[src/rtl/chia_xung_pkg.sv]
// Shared constants for the parametrised 50 MHz clock divider: mode encoding,
// default half-periods and the counter-width helper.
package chia_xung_pkg;

  localparam logic [1:0] MODE_1HZ  = 2'd0;
  localparam logic [1:0] MODE_2HZ  = 2'd1;
  localparam logic [1:0] MODE_10HZ = 2'd2;
  localparam logic [1:0] MODE_1KHZ = 2'd3;

  // Half-periods in 50 MHz input cycles
  localparam int unsigned HALF_1HZ  = 25_000_000;
  localparam int unsigned HALF_2HZ  = 12_500_000;
  localparam int unsigned HALF_10HZ = 2_500_000;
  localparam int unsigned HALF_1KHZ = 25_000;

  function automatic int unsigned max_half(input int unsigned h0, input int unsigned h1,
                                           input int unsigned h2, input int unsigned h3);
    int unsigned m;
    m = h0;
    if (h1 > m) m = h1;
    if (h2 > m) m = h2;
    if (h3 > m) m = h3;
    return m;
  endfunction

endpackage

[src/rtl/chia_xung_tham_so.sv]
// 50 % duty clock divider with four run-time half-period presets, count enable and
// mode switching applied only at phase boundaries. Optional Tick output: TICK_OUT_EN.
module chia_xung_tham_so
  import chia_xung_pkg::*;
#(
  parameter int          CNT_W = 25,
  parameter int unsigned HALF0 = HALF_1HZ,
  parameter int unsigned HALF1 = HALF_2HZ,
  parameter int unsigned HALF2 = HALF_10HZ,
  parameter int unsigned HALF3 = HALF_1KHZ
) (
  input  logic       Clk50MHz,
  input  logic       Rst,
  input  logic       En,
  input  logic [1:0] Mode,
  output logic       Clk,
  output logic [1:0] ModeAct,
  output logic       ModeChg
`ifdef TICK_OUT_EN
  ,
  output logic       Tick
`endif
);

  // Reject unusable configurations at elaboration
  if (HALF0 == 0 || HALF1 == 0 || HALF2 == 0 || HALF3 == 0) begin : g_bad_half
    $error("chia_xung_tham_so: every HALFn must be at least 1");
  end
  if (CNT_W < 1 || CNT_W > 32 ||
      64'(max_half(HALF0, HALF1, HALF2, HALF3)) >= (64'd1 << CNT_W)) begin : g_bad_cnt_w
    $error("chia_xung_tham_so: CNT_W too narrow for the largest half-period");
  end

  localparam logic [CNT_W-1:0] TERM0 = CNT_W'(HALF0 - 1);
  localparam logic [CNT_W-1:0] TERM1 = CNT_W'(HALF1 - 1);
  localparam logic [CNT_W-1:0] TERM2 = CNT_W'(HALF2 - 1);
  localparam logic [CNT_W-1:0] TERM3 = CNT_W'(HALF3 - 1);

  logic [CNT_W-1:0] cnt;
  logic [CNT_W-1:0] term;
  logic             at_term;

  // Terminal count follows the applied mode, never the requested one
  always_comb begin
    term = TERM0;
    case (ModeAct)
      MODE_1HZ:  term = TERM0;
      MODE_2HZ:  term = TERM1;
      MODE_10HZ: term = TERM2;
      MODE_1KHZ: term = TERM3;
      default:   term = TERM0;
    endcase
  end

  assign at_term = (cnt >= term);

  always_ff @(posedge Clk50MHz) begin
    if (Rst) begin
      cnt     <= '0;
      Clk     <= 1'b0;
      ModeAct <= Mode;
      ModeChg <= 1'b0;
    end else begin
      ModeChg <= 1'b0;
      if (En) begin
        if (at_term) begin
          // Phase boundary: the only point where a new mode may take effect
          cnt <= '0;
          Clk <= ~Clk;
          if (Mode != ModeAct) begin
            ModeAct <= Mode;
            ModeChg <= 1'b1;
          end
        end else begin
          cnt <= cnt + 1'b1;
        end
      end
    end
  end

`ifdef TICK_OUT_EN
  // Same-domain clock enable marking each rising edge of Clk
  always_ff @(posedge Clk50MHz) begin
    if (Rst) Tick <= 1'b0;
    else     Tick <= En && at_term && !Clk;
  end
`endif

endmodule

[config.mk]
export PLATFORM = sky130hd
export DESIGN_NAME = chia_xung_tham_so
export DESIGN_NICKNAME = d
export VERILOG_FILES = /design/src/rtl/chia_xung_pkg.sv /design/src/rtl/chia_xung_tham_so.sv
export SDC_FILE = /design/constraint.sdc
export NUM_CORES = 1
export LEC_CHECK = 0
export BUFFER_PORTS_ARGS = -buffer_cell sky130_fd_sc_hd__buf_2
export CORE_MARGIN = 8
export CORE_UTILIZATION = 30
export CTS_BUF_LIST = sky130_fd_sc_hd__clkbuf_4
export CTS_CLUSTER_DIAMETER = 60
export DETAILED_ROUTE_END_ITERATION = 10
export GPL_ROUTABILITY_DRIVEN = 0
export PLACE_DENSITY = 0.52
export SLEW_MARGIN = 20
export SYNTH_ARGS = -nofsm -noshare
export SYNTH_HDL_FRONTEND = slang
export SYNTH_SLANG_ARGS = --single-unit
[constraint.sdc]
create_clock -name Clk50MHz -period 3.71 [get_ports Clk50MHz]
set_input_delay 0.371 -clock Clk50MHz [delete_from_list [all_inputs] [get_ports Clk50MHz]]
set_output_delay 0.371 -clock Clk50MHz [all_outputs]
set_load 0.05 [all_outputs]
======== Word level (Yosys, flattened, before mapping) ========
Cells that the tools add are included.
word-level totals
  latch bits .............................. 0
  output and inout bits ................... 4
  register bits after elaboration ......... 29
  word-level logic and storage cells ...... 27
  input port bits ......................... 5
  memories kept ........................... 0
  ROM bits ................................ 0
  RAM bits ................................ 0
cells by class
  $lt $le $gt $ge ......................... 1
  divide/modulo/power cells ............... 0
  add/sub/neg operators ................... 1
  bitwise gates (word level) .............. 3
  shifts and indexed selects .............. 0
  $mul .................................... 0
  mux-type cells .......................... 7
  eq/ne operators ......................... 4
  reductions and logical operators ........ 7
operators with widths
  operator                                       number
  case mux 25 bit (4 select lines)               1
  adder 25 x 1 -> 25 bit, second input constant  1
  greater-or-equal comparator 25 bit             1
  2-to-1 mux 25 bit                              1
  2-to-1 mux 2 bit                               4
  nonzero test 2 bit                             3
  == test 2 bit, second input constant           2
  NOT 1 bit                                      3
  AND reduction 3 bit                            1
  OR reduction 3 bit                             1
  == test 2 x 1 -> 1 bit, second input constant  1
  zero test 2 bit                                1
  != test 2 bit                                  1
  AND reduction 2 bit                            1
  2-to-1 mux 1 bit                               1

======== Longest topological paths before layout ========
Gate-level depths: netlist (run 1).
  depth after elaboration ................. 6
  depth in mapped cells ................... 10
  gate-level depth less buffers ........... 9

======== Worst setup path after synthesis (run 1) ========
OpenSTA, ideal clock, no wires.
  kind .................................... register to register
  from .................................... register ModeAct[1]
  to ...................................... register ModeAct[0] (enable)
  required time ........................... 3.465 ns
  clock period less this slack ............ 3.018 ns
  slack ................................... 0.692 ns
  library setup time ...................... 0.245 ns
  buffers on the path ..................... 0
  cell stages (with the launch flop) ...... 10
  arrival ................................. 2.773 ns
  cell sequence ........................... edfxtp_1 inv_1 ha_1 inv_1 ha_1 a21oi_1 o21ai_1 a211oi_1 nand3_1 a31o_2
on the way
  word-level cells in the longest chain between the ends .. 5
  elaborated cells on any way between the ends .. 10
  classes of those cells .................. 1 x order compare; 4 x eq/ne; 1 x mux; 4 x reduce/logical
ends and longest elaborated chain
  element                                      RTL line                 source
  start, declared                              chia_xung_tham_so.sv:17  output logic [1:0] ModeAct,
  start signal, assigned                       chia_xung_tham_so.sv:61  ModeAct <= Mode;
  start signal, assigned                       chia_xung_tham_so.sv:71  ModeAct <= Mode;
  == test 2 bit, or another cell as far along  chia_xung_tham_so.sv:46  case (ModeAct)
  case mux 25 bit (4 select lines)             chia_xung_tham_so.sv:46
  greater-or-equal comparator 25 bit           chia_xung_tham_so.sv:55  assign at_term = (cnt >= term);
  nonzero test 2 bit (no source line)          -
  AND reduction 3 bit (no source line) (*)     -
Every way passes the cells marked *; elsewhere a longest branch is shown, timed or not. The select of a mux whose other input is x is not followed.
A chain may end at the register's enable or synchronous reset.

======== Final worst setup path (run 1) ========
  from .................................... register ModeAct[1]
  to ...................................... register cnt[18]
on the way
  word-level cells in the longest chain between the ends .. 4
  elaborated cells on any way between the ends .. 7
  classes of those cells .................. 1 x order compare; 3 x eq/ne; 2 x mux; 1 x reduce/logical
ends and longest elaborated chain
  element                                      RTL line                 source
  == test 2 bit, or another cell as far along  chia_xung_tham_so.sv:46
  case mux 25 bit (4 select lines) (*)         chia_xung_tham_so.sv:46
  greater-or-equal comparator 25 bit (*)       chia_xung_tham_so.sv:55
  2-to-1 mux 25 bit (*)                        chia_xung_tham_so.sv:66  if (at_term) begin
  end signal, assigned                         chia_xung_tham_so.sv:75  cnt <= cnt + 1'b1;
  end, declared                                chia_xung_tham_so.sv:39  logic [CNT_W-1:0] cnt;
Marked as above.

==> impl_metrics.py, run 1 <==
metrics = {
    "hold_path": {
        "hp-class": "in2reg",
        "min_from": "Mode[0]",
        "whs_endpoint": "ModeAct[0]",
        "worstHoldPathCells": 1,
    },
    "synth": {
        "ys_ff_latch": 29,
        "synth-xor-area-share_pct": 9.369,
        "synth_top_family_by_area": "simple AND/OR/NAND/NOR gates",
        "seq_area_frac_synth_pct": 30.59,
        "syn-cell-area_mm2": 0.001963,
        "synth_cells": 220,
        "synth.distinct_cells": 43,
        "async_reset_ff_share_pct": 0,
        "synth.avg_cell_area_um2": 8.923,
        "synth_common_cells": "dfxtp_1 (27), nor2_1 (26), ha_1 (23)",
        "syn_nets": 248,
        "synth-simple-area-share_pct": 26.83,
        "synth_most_common_cell": "dfxtp_1",
        "yosys-mux-area-fraction_pct": 0,
        "synth.area.top_cells": "dfxtp_1 (28%), ha_1 (15%), xnor2_1 (7.1%), nor2_1 (5.0%), nand4_1 (3.8%)",
        "synthAdderAreaFrac_pct": 14.66,
        "netlist.area_leader.share_pct": 27.53,
        "synth_area_leader_cell": "dfxtp_1",
        "synth_edf_count": 2,
        "synth-compound-area-share_pct": 13.13,
        "synth_ff_type": "dfxtp_1",
        "synth_warnings": 0,
    },
    "timing": {
        "tns_ns": 0,
        "period_share_pct": 81.09,
        "clock_skew_ns": 0.01234,
        "finalCriticalPeriod_ns": 3.009,
        "fmax_ghz": 0.3324,
        "setup_viol": 0,
        "grt_setup_unrepaired": "no",
        "tightestPinTransition_ns": 0.6423,
        "slew_violations": 0,
        "relSlewSlack_pct": 57.10,
        "hold_viol": 0,
    },
    "drt": {
        "drc_errors": 0,
        "ant_nets": 0,
        "drt_wl_total_um": 4435,
        "drt_iter0_markers": 58,
        "routedWlPerCell_um": 14.45,
        "num_vias": 1581,
        "dr.pass1.iters": 4,
        "via_per_inst": 5.150,
    },
    "power_and_ir_drop": {
        "vdd_drop_max_mv": 0.1381,
        "p_per_area_mw_per_mm2": 281.0,
        "p_leak_nw": 0.8142,
        "finalPower_mw": 0.5929,
    },
    "clocking": {
        "cts_hold_buf": 0,
        "cts_resized": 0,
        "clockBufferDepth": 2,
        "clk_pin_slew_ns": 0.10,
        "numCtsBuffers": 5,
        "htree_levels": 2,
        "cts_tree": "yes",
        "clkSinkCount": 29,
        "post_cts_buffers": 0,
        "clkLatencyLatePin_ns": 0.33,
        "root_buffer": "clkbuf_4",
    },
    "job": {
        "cap_violations": 0,
    },
    "place": {
        "io_buffer_count": 8,
        "hpwl_um": 3368,
        "dp.cells": 299,
        "placed_cell_area_mm2": 0.002053,
    },
    "final_layout": {
        "diodes": 0,
        "fin_nets": 257,
        "finalInstanceArea_mm2": 0.002110,
        "syn_to_final_growth_pct": 7.457,
        "drive_gt1_share_pct": 11.30,
        "num-fill-cells": 671,
        "stdcell_count": 307,
    },
    "setup_path": {
        "cp-start-kind": "register",
        "timing.rr.start": "ModeAct[1]",
        "r2r_end": "cnt[18]",
        "end_kind": "register",
        "required_ns": 3.91,
        "worstPathMaxFanout": 19,
        "critPathArrivalTime_ns": 3.21,
        "reg2reg_slack_ns": 0.70,
        "path_class": "reg2reg",
        "r2r_cells": 8,
    },
    "floorplan": {
        "start_util_pct": 30.92,
        "fp-row-count": 29,
        "dieArea_mm2": 0.009389,
        "core-area_mm2": 0.006350,
        "io_pins": 9,
        "die_x_um": 96.90,
        "fp.dieH_um": 96.90,
    },
    "grt": {
        "grt_max_degree": 20,
        "first_global_vias": 1571,
        "grt.overflow.total": 0,
        "grt_usage_pct": 9.618,
        "antenna_found_initial": 0,
        "grt_pass1_wl_um": 7672,
    },
    "run_status": {
        "status": "finished clean",
    },
}
-- final cells by class --
class	instances	area [µm²]	share of cell area, %
sequential	29	600.6	28.47
tap	77	96.34	4.567
inverter	14	52.55	2.491
clock inverter	1	3.754	0.1779
clock buffer	7	52.55	2.491
multi-input combinational	170	1256	59.55
timing repair buffer	9	47.55	2.254
-- cells in the final DEF (no fill, tap or decap), types with 2 or more instances in the layout --
cell	instances
nand4_1	12
edfxtp_1	2
nor3_1	8
xor2_1	5
nand3_1	11
nand2_1	12
a211oi_1	2
clkbuf_4	7
and3_1	4
o21ai_0	6
xnor2_1	16
nor3b_1	3
nor4_1	3
nand4_2	2
dfxtp_1	27
a41oi_1	3
a31o_2	2
a21oi_1	8
buf_2	8
and4_1	6
inv_1	14
ha_1	23
nor2_1	26
-- critical path, stage by stage (launching register included) --
cell	delay, ns
edfxtp_1	0.54
inv_1	0.16
ha_1	0.38
inv_1	0.09
ha_1	0.28
nor3b_1	0.45
o311ai_4	0.31
a31oi_4	0.54
nor2_1	0.11
-- how the worst max path moves through the flow --
stage	startpoint	endpoint
6_report	ModeAct[1]	cnt[18]
5_1_grt	ModeAct[1]	cnt[18]
3_3_place_gp	ModeAct[1]	cnt[14]
3_5_place_dp	ModeAct[1]	cnt[21]
4_1_cts	ModeAct[1]	cnt[18]
2_1_floorplan	ModeAct[1]	ModeAct[0]
-- metrics by stage --
stage          utilization [%]  hold WS (ns)  worst slack (ns)
2_1_floorplan                -        0.4699            0.6917
3_3_place_gp             32.34        0.5094            0.7852
3_5_place_dp             32.34        0.5174            0.6989
4_1_cts                  33.22        0.2181            0.6708
5_1_grt                  33.22        0.2218            0.4071
6_report                 33.22        0.2361            0.7014
-- logic make-up after synthesis --
| family | count (synthesis) |
|---|---|
| flops | 29 |
| compound gates | 32 |
| buf+inv | 21 |
| fa+ha+maj | 23 |
| xor+xnor | 21 |
| simple gates | 94 |
-- sequential cells by signal (all words and copies together) (netlist names) --
name	flops
Clk	1
ModeAct	2
ModeChg	1
cnt	25
-- report_power, final --
part           total (mW)  internal, mW  switching, mW  leakage (nW)
registers           0.325         0.319        0.00641         0.237
logic              0.0680        0.0226         0.0454         0.543
clock network       0.200        0.0874          0.112        0.0338
total               0.593         0.429          0.164         0.814
-- routing by layer --
layer  share of wire [%]  wire (µm)  track usage (%)  vias up
met5                   0          0                0        -
met4                0.56         25            2.130        0
met3                 2.6        114            2.276        3
met2                  44       1972            15.16       14
met1                  52       2323            12.82      740
li1                    -          -                -      824
(Power assumes the default switching activity.)
==> run 2: changes to the inputs <==
==> constraint.sdc (replaced) <==
create_clock -name Clk50MHz -period 3 [get_ports Clk50MHz]
set_input_delay 0.3 -clock Clk50MHz [delete_from_list [all_inputs] [get_ports Clk50MHz]]
set_output_delay 0.3 -clock Clk50MHz [all_outputs]
set_load 0.05 [all_outputs]
==> impl_metrics.py, run 2 (synthesis gave the netlist of run 1 again) <==
metrics = {
    "setup_path": {
        "path_class": "reg2reg",
        "end_kind": "register",
        "required_ns": 3.22,
        "timing.rr.start": "ModeAct[1]",
        "path_cells": "buf_4 > ha_1 > ha_1 > nand3_1 > nor4_4 > a2111oi_2 > nand4_1 > o41ai_2",
        "critical_path.max_stage_delay_ns": 0.68,
        "cp-start-kind": "register",
        "cpMostUsedCell": "ha_1",
        "r2r_cells": 8,
        "reg2reg_slack_ns": 0.36,
        "cp_slowest_cell": "a2111oi_2",
        "worstPathMaxFanout": 7,
        "r2r_end": "cnt[5]",
        "critPathBufInv": 1,
        "critPathArrivalTime_ns": 2.86,
        "cp_top_family": "compound AO/OA/AOI/OAI gates",
    },
    "clocking": {
        "post_cts_buffers": 0,
        "cts_hold_buf": 0,
        "clk_pin_slew_ns": 0.10,
        "cts_tree": "yes",
        "cts_resized": 0,
        "clkLatencyLatePin_ns": 0.32,
        "clockBufferDepth": 2,
        "htree_levels": 2,
        "root_buffer": "clkbuf_4",
        "clkSinkCount": 29,
        "numCtsBuffers": 5,
    },
    "hold_path": {
        "min_from": "Mode[0]",
        "whs_endpoint": "ModeAct[0]",
        "worstHoldPathCells": 1,
        "hp-class": "in2reg",
    },
    "timing": {
        "clock_skew_ns": 0.01054,
        "grt_setup_unrepaired": "no",
        "relSlewSlack_pct": 54.55,
        "hold_viol": 0,
        "setup_viol": 0,
        "setup_ws_ns": 0.3598,
        "tns_ns": 0,
        "finalCriticalPeriod_ns": 2.640,
        "period_share_pct": 88.01,
        "tightestPinTransition_ns": 0.6805,
        "fmax_ghz": 0.3788,
        "slew_violations": 0,
    },
    "place": {
        "placed_cell_area_mm2": 0.002073,
        "hpwl_um": 3335,
        "post-place-ws_ns": 0.3774,
        "io_buffer_count": 8,
    },
    "final_layout": {
        "top_regs": "cnt x25, ModeAct x2",
        "layout_commonest_cell": "dfxtp_1",
        "diodes": 0,
        "finalInstanceArea_mm2": 0.002130,
        "regMostFlops": "cnt",
        "final_util_pct": 33.54,
        "fin_nets": 259,
        "drive_gt1_share_pct": 12.50,
        "largest_register_ffs": 25,
        "layout_common_cells": "dfxtp_1 (27), nor2_1 (26), ha_1 (23), xnor2_1 (16), inv_1 (14)",
        "syn_to_final_growth_pct": 8.477,
    },
    "power_and_ir_drop": {
        "finalPower_mw": 0.7302,
        "vdd_drop_max_mv": 0.1595,
        "p_leak_nw": 0.8260,
        "p_per_area_mw_per_mm2": 342.9,
    },
    "drt": {
        "num_vias": 1583,
        "routedWlPerCell_um": 13.89,
        "ant_nets": 0,
        "via_per_inst": 5.123,
        "drc_errors": 0,
        "drt_wl_total_um": 4291,
        "dr.pass1.iters": 4,
        "drt_iter0_markers": 57,
    },
    "floorplan": {
        "die_x_um": 96.90,
        "fp-row-count": 29,
        "io_pins": 9,
        "core-area_mm2": 0.006350,
        "start_util_pct": 30.92,
        "fp.dieH_um": 96.90,
        "dieArea_mm2": 0.009389,
    },
    "grt": {
        "grt_pass1_wl_um": 7396,
        "first_global_vias": 1506,
        "grt.overflow.total": 0,
        "antenna_found_initial": 0,
        "grt_max_degree": 20,
        "grt_usage_pct": 9.354,
    },
    "run_status": {
        "status": "finished clean",
    },
    "job": {
        "cap_violations": 0,
    },
}
run 2: cell types whose count changed in the layout (fill, tap and decap cells not counted), sizes merged:
| cell | delta |
|---|---|
| buf | +2 |
run 2: how the worst max path moves through the flow:
stage	from	to	slack, ns	depth (start not counted)
4_1_cts	ModeAct[1]	cnt[24]	0.35	9
3_3_place_gp	ModeAct[0]	cnt[4]	0.38	10
6_report	ModeAct[1]	cnt[5]	0.36	8
5_1_grt	ModeAct[0]	cnt[5]	0.08	9
3_5_place_dp	ModeAct[1]	cnt[24]	0.38	9
2_1_floorplan	ModeAct[1]	ModeAct[0]	0.05	10
run 2: worst register-to-register path: stages, from the launching register on:
cell and delay, ns:
edfxtp_1 0.39, buf_4 0.18, ha_1 0.27, ha_1 0.32, nand3_1 0.15, nor4_4 0.08, a2111oi_2 0.68, nand4_1 0.24
o41ai_2 0.23
run 2: metrics by stage:
stage,cells,hold WS (ns)
2_1_floorplan,220,0.3989
3_3_place_gp,301,0.5129
3_5_place_dp,301,0.5111
4_1_cts,309,0.1628
5_1_grt,309,0.1581
6_report,309,0.1736
run 2: power breakdown:
part / switching [mW] / total (mW) / internal (mW)
Sequential: 0.00537 / 0.399 / 0.394
Clock: 0.134 / 0.242 / 0.108
Combinational: 0.0582 / 0.0887 / 0.0305
run 2: final cells by class:
| class | instances | area, µm² |
|---|---|---|
| Clock buffer | 7 | 52.55 |
| Fill cell | 664 | 4220 |
| Inverter | 14 | 52.55 |
| Sequential cell | 29 | 600.6 |
| Timing Repair Buffer | 11 | 62.56 |
| Multi-Input combinational cell | 170 | 1261 |
| Clock inverter | 1 | 3.754 |
| Tap cell | 77 | 96.34 |
run 2: metal layers:
layer	global-route usage, %	part of all wire, %
met3	2.418	2.8
met4	2.249	0.33
met2	13.91	45
met5	0	0
met1	12.95	52
